**src/rtl/icache_ctrl.sv**
```systemverilog
// Direct-mapped instruction cache with a two-state line-refill controller.
// Optional hit/miss performance counters are built when ICACHE_PERF_CNT_EN is defined.
module icache_ctrl #(
  parameter int NUM_LINES      = 4,
  parameter int WORDS_PER_LINE = 4
) (
  input  logic                        clk,
  input  logic                        reset,
  input  logic [31:0]                 pc,
  input  logic                        invalidate,
  output logic [31:0]                 instruction,
  output logic                        block_pipe_instr_cache,
  output logic                        mem_req,
  output logic [31:0]                 mem_addr,
  input  logic                        mem_ready,
  input  logic [32*WORDS_PER_LINE-1:0] mem_rdata,
  output logic [31:0]                 hit_count,
  output logic [31:0]                 miss_count
);

  localparam int WORD_BITS = $clog2(WORDS_PER_LINE);
  localparam int IDX_BITS  = $clog2(NUM_LINES);
  localparam int LINE_OFF  = 2 + WORD_BITS;
  localparam int TAG_W     = 32 - LINE_OFF - IDX_BITS;

  localparam logic [0:0] ST_IDLE = 1'b0;
  localparam logic [0:0] ST_MISS = 1'b1;

  logic [0:0]                              state;
  logic [NUM_LINES-1:0]                    valid;
  logic [TAG_W-1:0]                        tag_mem  [NUM_LINES];
  logic [WORDS_PER_LINE-1:0][31:0]         data_mem [NUM_LINES];

  logic [WORD_BITS-1:0] pc_word;
  logic [IDX_BITS-1:0]  pc_idx;
  logic [TAG_W-1:0]     pc_tag;
  logic [IDX_BITS-1:0]  fill_idx;
  logic [TAG_W-1:0]     fill_tag;
  logic                 hit;
  logic                 fill_done;
  logic [1:0]           unused_pc_offset;

  assign unused_pc_offset = pc[1:0];

  assign pc_word = pc[2 +: WORD_BITS];
  assign pc_idx  = pc[LINE_OFF +: IDX_BITS];
  assign pc_tag  = pc[31 -: TAG_W];

  // The refill target is taken from the latched line address, never from the live pc.
  assign fill_idx  = mem_addr[LINE_OFF +: IDX_BITS];
  assign fill_tag  = mem_addr[31 -: TAG_W];
  assign fill_done = (state == ST_MISS) && mem_ready;

  // Lookup stage: combinational tag compare against the current pc
  always_comb begin
    hit         = 1'b0;
    instruction = 32'h0000_0000;
    if ((state == ST_IDLE) && valid[pc_idx] && (tag_mem[pc_idx] == pc_tag)) begin
      hit         = 1'b1;
      instruction = data_mem[pc_idx][pc_word];
    end
  end

  assign block_pipe_instr_cache = ~hit;

  // Controller stage: FSM, valid bits and the registered refill request
  always_ff @(posedge clk or negedge reset) begin
    if (!reset) begin
      state    <= ST_IDLE;
      valid    <= '0;
      mem_req  <= 1'b0;
      mem_addr <= 32'h0000_0000;
    end else begin
      case (state)
        ST_IDLE: begin
          if (!hit) begin
            state    <= ST_MISS;
            mem_req  <= 1'b1;
            mem_addr <= {pc[31:LINE_OFF], {LINE_OFF{1'b0}}};
          end
        end
        ST_MISS: begin
          if (mem_ready) begin
            state   <= ST_IDLE;
            mem_req <= 1'b0;
          end
        end
        default: begin
          state   <= ST_IDLE;
          mem_req <= 1'b0;
        end
      endcase

      // Invalidate wins over a refill finishing in the same cycle.
      if (invalidate) begin
        valid <= '0;
      end else if (fill_done) begin
        valid[fill_idx] <= 1'b1;
      end
    end
  end

  // Storage stage: tags and line data carry no reset
  always_ff @(posedge clk) begin
    if (fill_done) begin
      tag_mem[fill_idx]  <= fill_tag;
      data_mem[fill_idx] <= mem_rdata;
    end
  end

`ifdef ICACHE_PERF_CNT_EN
  logic [31:0] hit_cnt_q;
  logic [31:0] miss_cnt_q;

  always_ff @(posedge clk or negedge reset) begin
    if (!reset) begin
      hit_cnt_q  <= 32'h0000_0000;
      miss_cnt_q <= 32'h0000_0000;
    end else begin
      if (hit) begin
        hit_cnt_q <= hit_cnt_q + 32'h0000_0001;
      end
      if ((state == ST_IDLE) && !hit) begin
        miss_cnt_q <= miss_cnt_q + 32'h0000_0001;
      end
    end
  end

  assign hit_count  = hit_cnt_q;
  assign miss_count = miss_cnt_q;
`else
  assign hit_count  = 32'h0000_0000;
  assign miss_count = 32'h0000_0000;
`endif

endmodule

```
**config.mk**
```make
export PLATFORM = sky130hd
export DESIGN_NAME = icache_ctrl
export DESIGN_NICKNAME = d
export VERILOG_FILES = /design/src/rtl/icache_ctrl.sv
export SDC_FILE = /design/constraint.sdc
export NUM_CORES = 1
export LEC_CHECK = 0
export BUFFER_PORTS_ARGS = -buffer_cell sky130_fd_sc_hd__buf_2
export CELL_PAD_IN_SITES_DETAIL_PLACEMENT = 1
export CELL_PAD_IN_SITES_GLOBAL_PLACEMENT = 2
export CORE_MARGIN = 4
export CORE_UTILIZATION = 45
export DETAILED_ROUTE_END_ITERATION = 8
export PLACE_DENSITY_LB_ADDON = 0.12
export SYNTH_ARGS = -nofsm -noshare
export SYNTH_HDL_FRONTEND = slang
export SYNTH_SLANG_ARGS = --single-unit
```
**constraint.sdc**
```tcl
create_clock -name clk -period 16.6 [get_ports clk]
set_input_delay 0.83 -clock clk [delete_from_list [all_inputs] [get_ports clk]]
set_output_delay 0.83 -clock clk [all_outputs]
set_load 0.005 [all_outputs]
```
# Word-level counts from Yosys, hierarchy flattened
# Memories as Yosys holds them, arrays and structs flattened.
# Cells that the tools add are included.
[totals]
mem_bits_rw = 616
word_cells = 41
regBits = 34
mem_count = 2
inputBits = 164
out_inout_bits = 130
[op_classes]
reduce_logical = 7
n_mux = 18
n_bitwise = 3
eq_ne = 3
magnitude_cmp = 4
[mem_list]
columns = ["memory", "depth", "width", "rd", "rd_ports_with_merged_regs", "wr", "line", "rtl"]
rows = [
  ["data_mem", 4, 128, 1, 0, 1, "32", "logic [WORDS_PER_LINE-1:0][31:0] data_mem [NUM_LINES];"],
  ["tag_mem", 4, 26, 1, 0, 1, "31", "logic [TAG_W-1:0] tag_mem [NUM_LINES];"],
]
[ops]
columns = ["op", "count"]
rows = [
  ["binary-select mux 32 bit (select 2 bit)", 1],
  ["two-way mux 32 bit", 2],
  ["equality test 26 bit", 1],
  ["less-than comparator 2 x 3 -> 1 bit, second input constant", 3],
  ["two-way mux 1 bit", 9],
  ["two-way mux 4 bit", 2],
  ["logical AND 1 bit", 4],
  ["inequality test 2 bit, second input constant", 2],
  ["OR 4 bit", 1],
  ["case mux 1 bit (2 select lines)", 2],
  ["AND reduction 2 bit", 2],
  ["binary-select mux 1 bit (select 2 bit)", 1],
  ["demux 1 bit (select 2 bit)", 1],
  [">= comparator 2 x 1 -> 1 bit, second input constant", 1],
  ["inverter 1 bit", 2],
  ["nonzero test 2 bit", 1],
]

# Longest topological paths before layout
[depth]
word_depth = 7
depth_mapped = 14
ltp_nobuf = 7

# Least setup slack after synthesis
# No wires, ideal clock.
[synth_path]
kind = "input -> register"
startpoint = "input mem_ready"
endpoint = "memory data_mem[1][0] (netlist bit) (enable)"
slack_ps = 4416
cell_stages = 2
n_path_buf = 0
setup_ps = 860
arrival_ps = 11324
required_ps = 15740
cell_sequence = "nand2_1 nor3_1"
[synth_via]
elab_chain_cells = 3
[synth_lines]
columns = ["element", "line", "rtl"]
rows = [
  ["start: declaration", "15", "input logic mem_ready,"],
  ["logical AND 1 bit", "52", "assign fill_done = (state == ST_MISS) && mem_ready;"],
  ["two-way mux 1 bit", "105", "if (fill_done) begin"],
  ["two-way mux 1 bit (implied by the code)", "107", "data_mem[fill_idx] <= mem_rdata;"],
  ["end: declaration", "32", ""],
]
# No other way between the ends.

# Final worst setup path
[layout_path]
startpoint = "input pc[4]"
endpoint = "output instruction[3]"
[layout_via]
elab_chain_cells = 5
word_cells_on_any_way = 10
classes_between = "eq/ne: 1; mux: 5; reduce/logical: 2; memory: 2"
[layout_lines]
columns = ["element", "line", "rtl"]
rows = [
  ["start: declaration", "9", "input logic [31:0] pc,"],
  ["parallel branches: the longest is 4 deep, another holds memory (4 x 26 bit)", "-", ""],
  ["two-way mux 32 bit *", "58", "if ((state == ST_IDLE) && valid[pc_idx] && (tag_mem[pc_idx] == pc_tag)) begin"],
  ["end: declaration", "11", "output logic [31:0] instruction,"],
]
# Every way passes the cells marked *. The select of a mux whose other input is x is not followed.

==> impl_results.rst <==
.. list-table::
   :header-rows: 1

   * - Metric
     - Value
   * - Synth warn
     - 0
   * - Drt initial violations
     - 669
   * - Number of synthesized register bits
     - 650
   * - Clock-pin transition on the worst setup and hold timing paths
     - 0.06 ns
   * - Net switching fraction of the power
     - 21.2%
   * - Fin Hold WS
     - 0.392 ns
   * - Max-slew headroom
     - 27.7%
   * - PwrDens
     - 123 nW/um^2
   * - Switching pwr
     - 0.763 mW
   * - Top library cells by usage in the layout, fill and taps aside
     - sky130_fd_sc_hd__edfxtp_1 (616), sky130_fd_sc_hd__buf_2 (221), sky130_fd_sc_hd__mux4_2 (176), sky130_fd_sc_hd__clkbuf_16 (73), sky130_fd_sc_hd__conb_1 (68)
   * - Worst-Margin Slew
     - 1.09 ns
   * - Final setup fails
     - 0
   * - Cell count after synthesis
     - 1112
   * - Count of unique library cells instantiated by Yosys
     - 50
   * - Seq. cell area
     - 19300 sq um
   * - Initial antenna violation count
     - 20
   * - Type of element capturing the critical path
     - output port
   * - First-pass iteration count of the detailed router
     - 5
   * - Global-route wire length before repair
     - 81300 microns
   * - Number of top-level pins
     - 294
   * - Final ANT Viol Nets
     - 0
   * - Min Tclk post-route
     - 6.25 ns
   * - Fraction of synthesis flops using an asynchronous set or reset pin
     - 5.23%
   * - Post-CTS resize count
     - 0
   * - Clock tree from TritonCTS
     - yes
   * - Largest net degree at the start of global routing
     - 138
   * - IR Drop Worst-Case VDD
     - 85.5 uV
   * - Sequential area share after synthesis
     - 76.0%
   * - Overflow left after global routing
     - 0
   * - # fillers
     - 4957
   * - Hold violation total from the final report
     - 0
   * - Number of cell instances on the worst register-to-register path
     - 7
   * - P_int
     - 2.84 mW
   * - Leakage power figure
     - 9.98 nW
   * - Area Overhead vs Synth
     - 15.0%
   * - Final worst clock skew
     - 0.0178 ns
   * - Maximum buffer depth of the clock tree
     - 3
   * - Vertical die dimension
     - 246 microns
   * - Layout cells sized above 1
     - 38.0%
   * - Slack of the worst reg-to-reg path
     - 12.70 ns
   * - Buffers added on ports
     - 223
   * - Kind of start point of the critical path
     - primary input
   * - Total via count after detailed routing
     - 11600
   * - Arr. time, crit path
     - 5.42 ns
   * - Total number of clock tree sinks
     - 650
   * - # rows
     - 86
   * - Clock Power Share
     - 39.4%
   * - Final layout net count
     - 1533
   * - Number of enable flip-flop cells after synthesis
     - 616
   * - End of the critical path
     - instruction[3]
   * - Type of the tightest min-delay check
     - primary input to async pin
   * - Most common cell after layout, fill and taps aside
     - sky130_fd_sc_hd__edfxtp_1
   * - Delay of the slowest critical-path stage
     - 1.04 ns
   * - Maximum clock frequency
     - 160 MHz
   * - Result of the run
     - complete, no violations
   * - Setup repair after global routing missed its margin
     - no
   * - Worst Path Class, Setup
     - primary input to output port
   * - Main flop type after synthesis
     - sky130_fd_sc_hd__edfxtp_1
   * - Overall track demand over capacity in global routing
     - 18.0%
   * - Total Power
     - 3.61 mW
   * - Via count of the first global-routing pass
     - 12800
   * - Worst path slowest cell
     - sky130_fd_sc_hd__or4_2
   * - Count of buffers added by post-CTS timing repair for setup
     - 0
   * - Maximum fanout encountered on the critical timing path
     - 101
   * - Effective utilization at floorplan
     - 45.9%
   * - Sequential Power Share
     - 53.6%
   * - Routability congestion estimate from global placement
     - 0.714
   * - Cell-by-cell trace of the critical path
     - buf_8 -> buf_12 -> mux4_2 -> xor2_1 -> a211o_1 -> or4_1 -> or4_2 -> buf_4 -> and2b_1 -> buf_2
   * - Die area
     - 60500 sq um
   * - Terminus of the critical flop-to-flop path
     - mem_addr[26]$_DFFE_PN0P_
   * - CTS H-Tree Depth
     - 3
   * - Number of remaining DRC errors
     - 0
   * - Required time of the critical path
     - 15.77 ns
   * - Hold bufs inserted after CTS
     - 0
   * - Placed wire-length estimate
     - 30800 microns
   * - Placement Setup Slack
     - 10.14 ns
   * - Horizontal die dimension
     - 246 microns
   * - Area of the placeable core
     - 55500 sq um
   * - Detailed-route wire length
     - 54000 microns
   * - Crit path setup slack, layout
     - 10.35 ns
   * - Part of the total power dissipated in combinational logic
     - 7.1%
   * - Syn avg cell area
     - 22.9 sq um
   * - Number of buffers created by CTS
     - 70
   * - Clock tree root buffer cell
     - sky130_fd_sc_hd__clkbuf_16
   * - CP Launch Point
     - pc[4]
   * - Count of pins over their slew limit
     - 0
   * - Routed wire per std cell
     - 24.8 microns
   * - Total standard cell area after synthesis
     - 25500 sq um
   * - Via count normalized by instance count
     - 5.32
   * - # Max-Cap Violations
     - 0
   * - R2r startpoint
     - tag_mem[0][5]$_DFFE_PP_
   * - Footprint of the multi-input gates
     - 5610 sq um
   * - Fin crit share
     - 37.7%
   * - Sum Neg Setup Slack
     - 0 ns
   * - Worst skew pair latency
     - 0.59 ns
==> critical path, delay by kind of cell <==
| kind | cells | cell delay (ns) |
|---|---|---|
| and+or+nand+nor | 3 | 1.89 |
| buffers and inverters | 4 | 1.61 |
| muxes | 1 | 0.60 |
| AOI/OAI and AO/OA | 1 | 0.27 |
| xor gates and xnor gates | 1 | 0.17 |
==> worst min path at each step <==
stage,endpoint,cells past startpoint
final,mem_addr[22]$_DFFE_PN0P_,1
after global routing,state$_DFF_PN0_,1
after CTS,mem_addr[5]$_DFFE_PN0P_,1
after detailed placement,valid[1]$_DFFE_PN0P_,2
after global placement,valid[0]$_DFFE_PN0P_,2
after floorplan,valid[2]$_DFFE_PN0P_,2
==> routing by layer <==
layer  track usage [%]  vias up  wire length, microns
met2              30.0      253                 27300
met4              5.29       16                  1200
met1              24.0     6162                 22500
met3              4.10       88                  2890
met5                 0        -                    95
li1                  -     5039                     -
==> power by group through the flow <==
stage          clock network (mW)  registers (mW)  logic (mW)
3_5_place_dp                    0            1.97       0.263
6_report                     1.42            1.93       0.256
5_1_grt                      1.54            1.94       0.279
3_3_place_gp                    0            1.96       0.261
4_1_cts                      1.47            1.93       0.264
2_1_floorplan                   0            1.98       0.168
==> stage by stage <==
stage | cell area (sq um) | util (%) | std cells
6_report | 29300 | 52.8 | 2173
5_1_grt | 29300 | 52.7 | 2166
4_1_cts | 29300 | 52.7 | 2163
3_5_place_dp | 27200 | 49.0 | 2045
3_3_place_gp | 27200 | 49.0 | 2045
2_1_floorplan | 25700 | - | 1179
==> synthesized netlist by cell type, types with 10 or more instances <==
cell                         n  area [sq um]
sky130_fd_sc_hd__nor2_1     10          37.5
sky130_fd_sc_hd__dfrtp_1    34           851
sky130_fd_sc_hd__nor2b_1    30           188
sky130_fd_sc_hd__xor2_1     11          96.3
sky130_fd_sc_hd__edfxtp_1  616         18500
sky130_fd_sc_hd__mux2_2     12           135
sky130_fd_sc_hd__clkbuf_1   28           105
sky130_fd_sc_hd__mux4_2    176          3960
sky130_fd_sc_hd__buf_4      71           533
sky130_fd_sc_hd__mux2_4     21           315
sky130_fd_sc_hd__mux2i_1    18           180
==> registers in the layout, summed over array words and instances (netlist names) <==
register / cells
data_mem: 512
mem_req: 1
mem_addr: 28
valid: 4
state: 1
tag_mem: 104
==> logic make-up after synthesis <==
logic type      Yosys count  share of synthesized area, %
flops                   650                          76.0
mux                     227                          18.0
buf+inv                 127                          3.12
simple gates             63                          1.40
compound gates           24                         0.771
xor+xnor                 20                         0.688
other cells               1                        0.0147
==> area by class of cell <==
type | instances | area share [%]
inverters | 9 | 0.115
flip-flops and latches | 650 | 66.1
clock inverters | 29 | 0.602
well taps | 748 | 3.20
multi-input cells | 402 | 19.1
clock buffers | 89 | 6.44
diodes | 10 | 0.0854
repair buffers | 236 | 4.37
No activity file was read; power rests on OpenSTA's default activity.
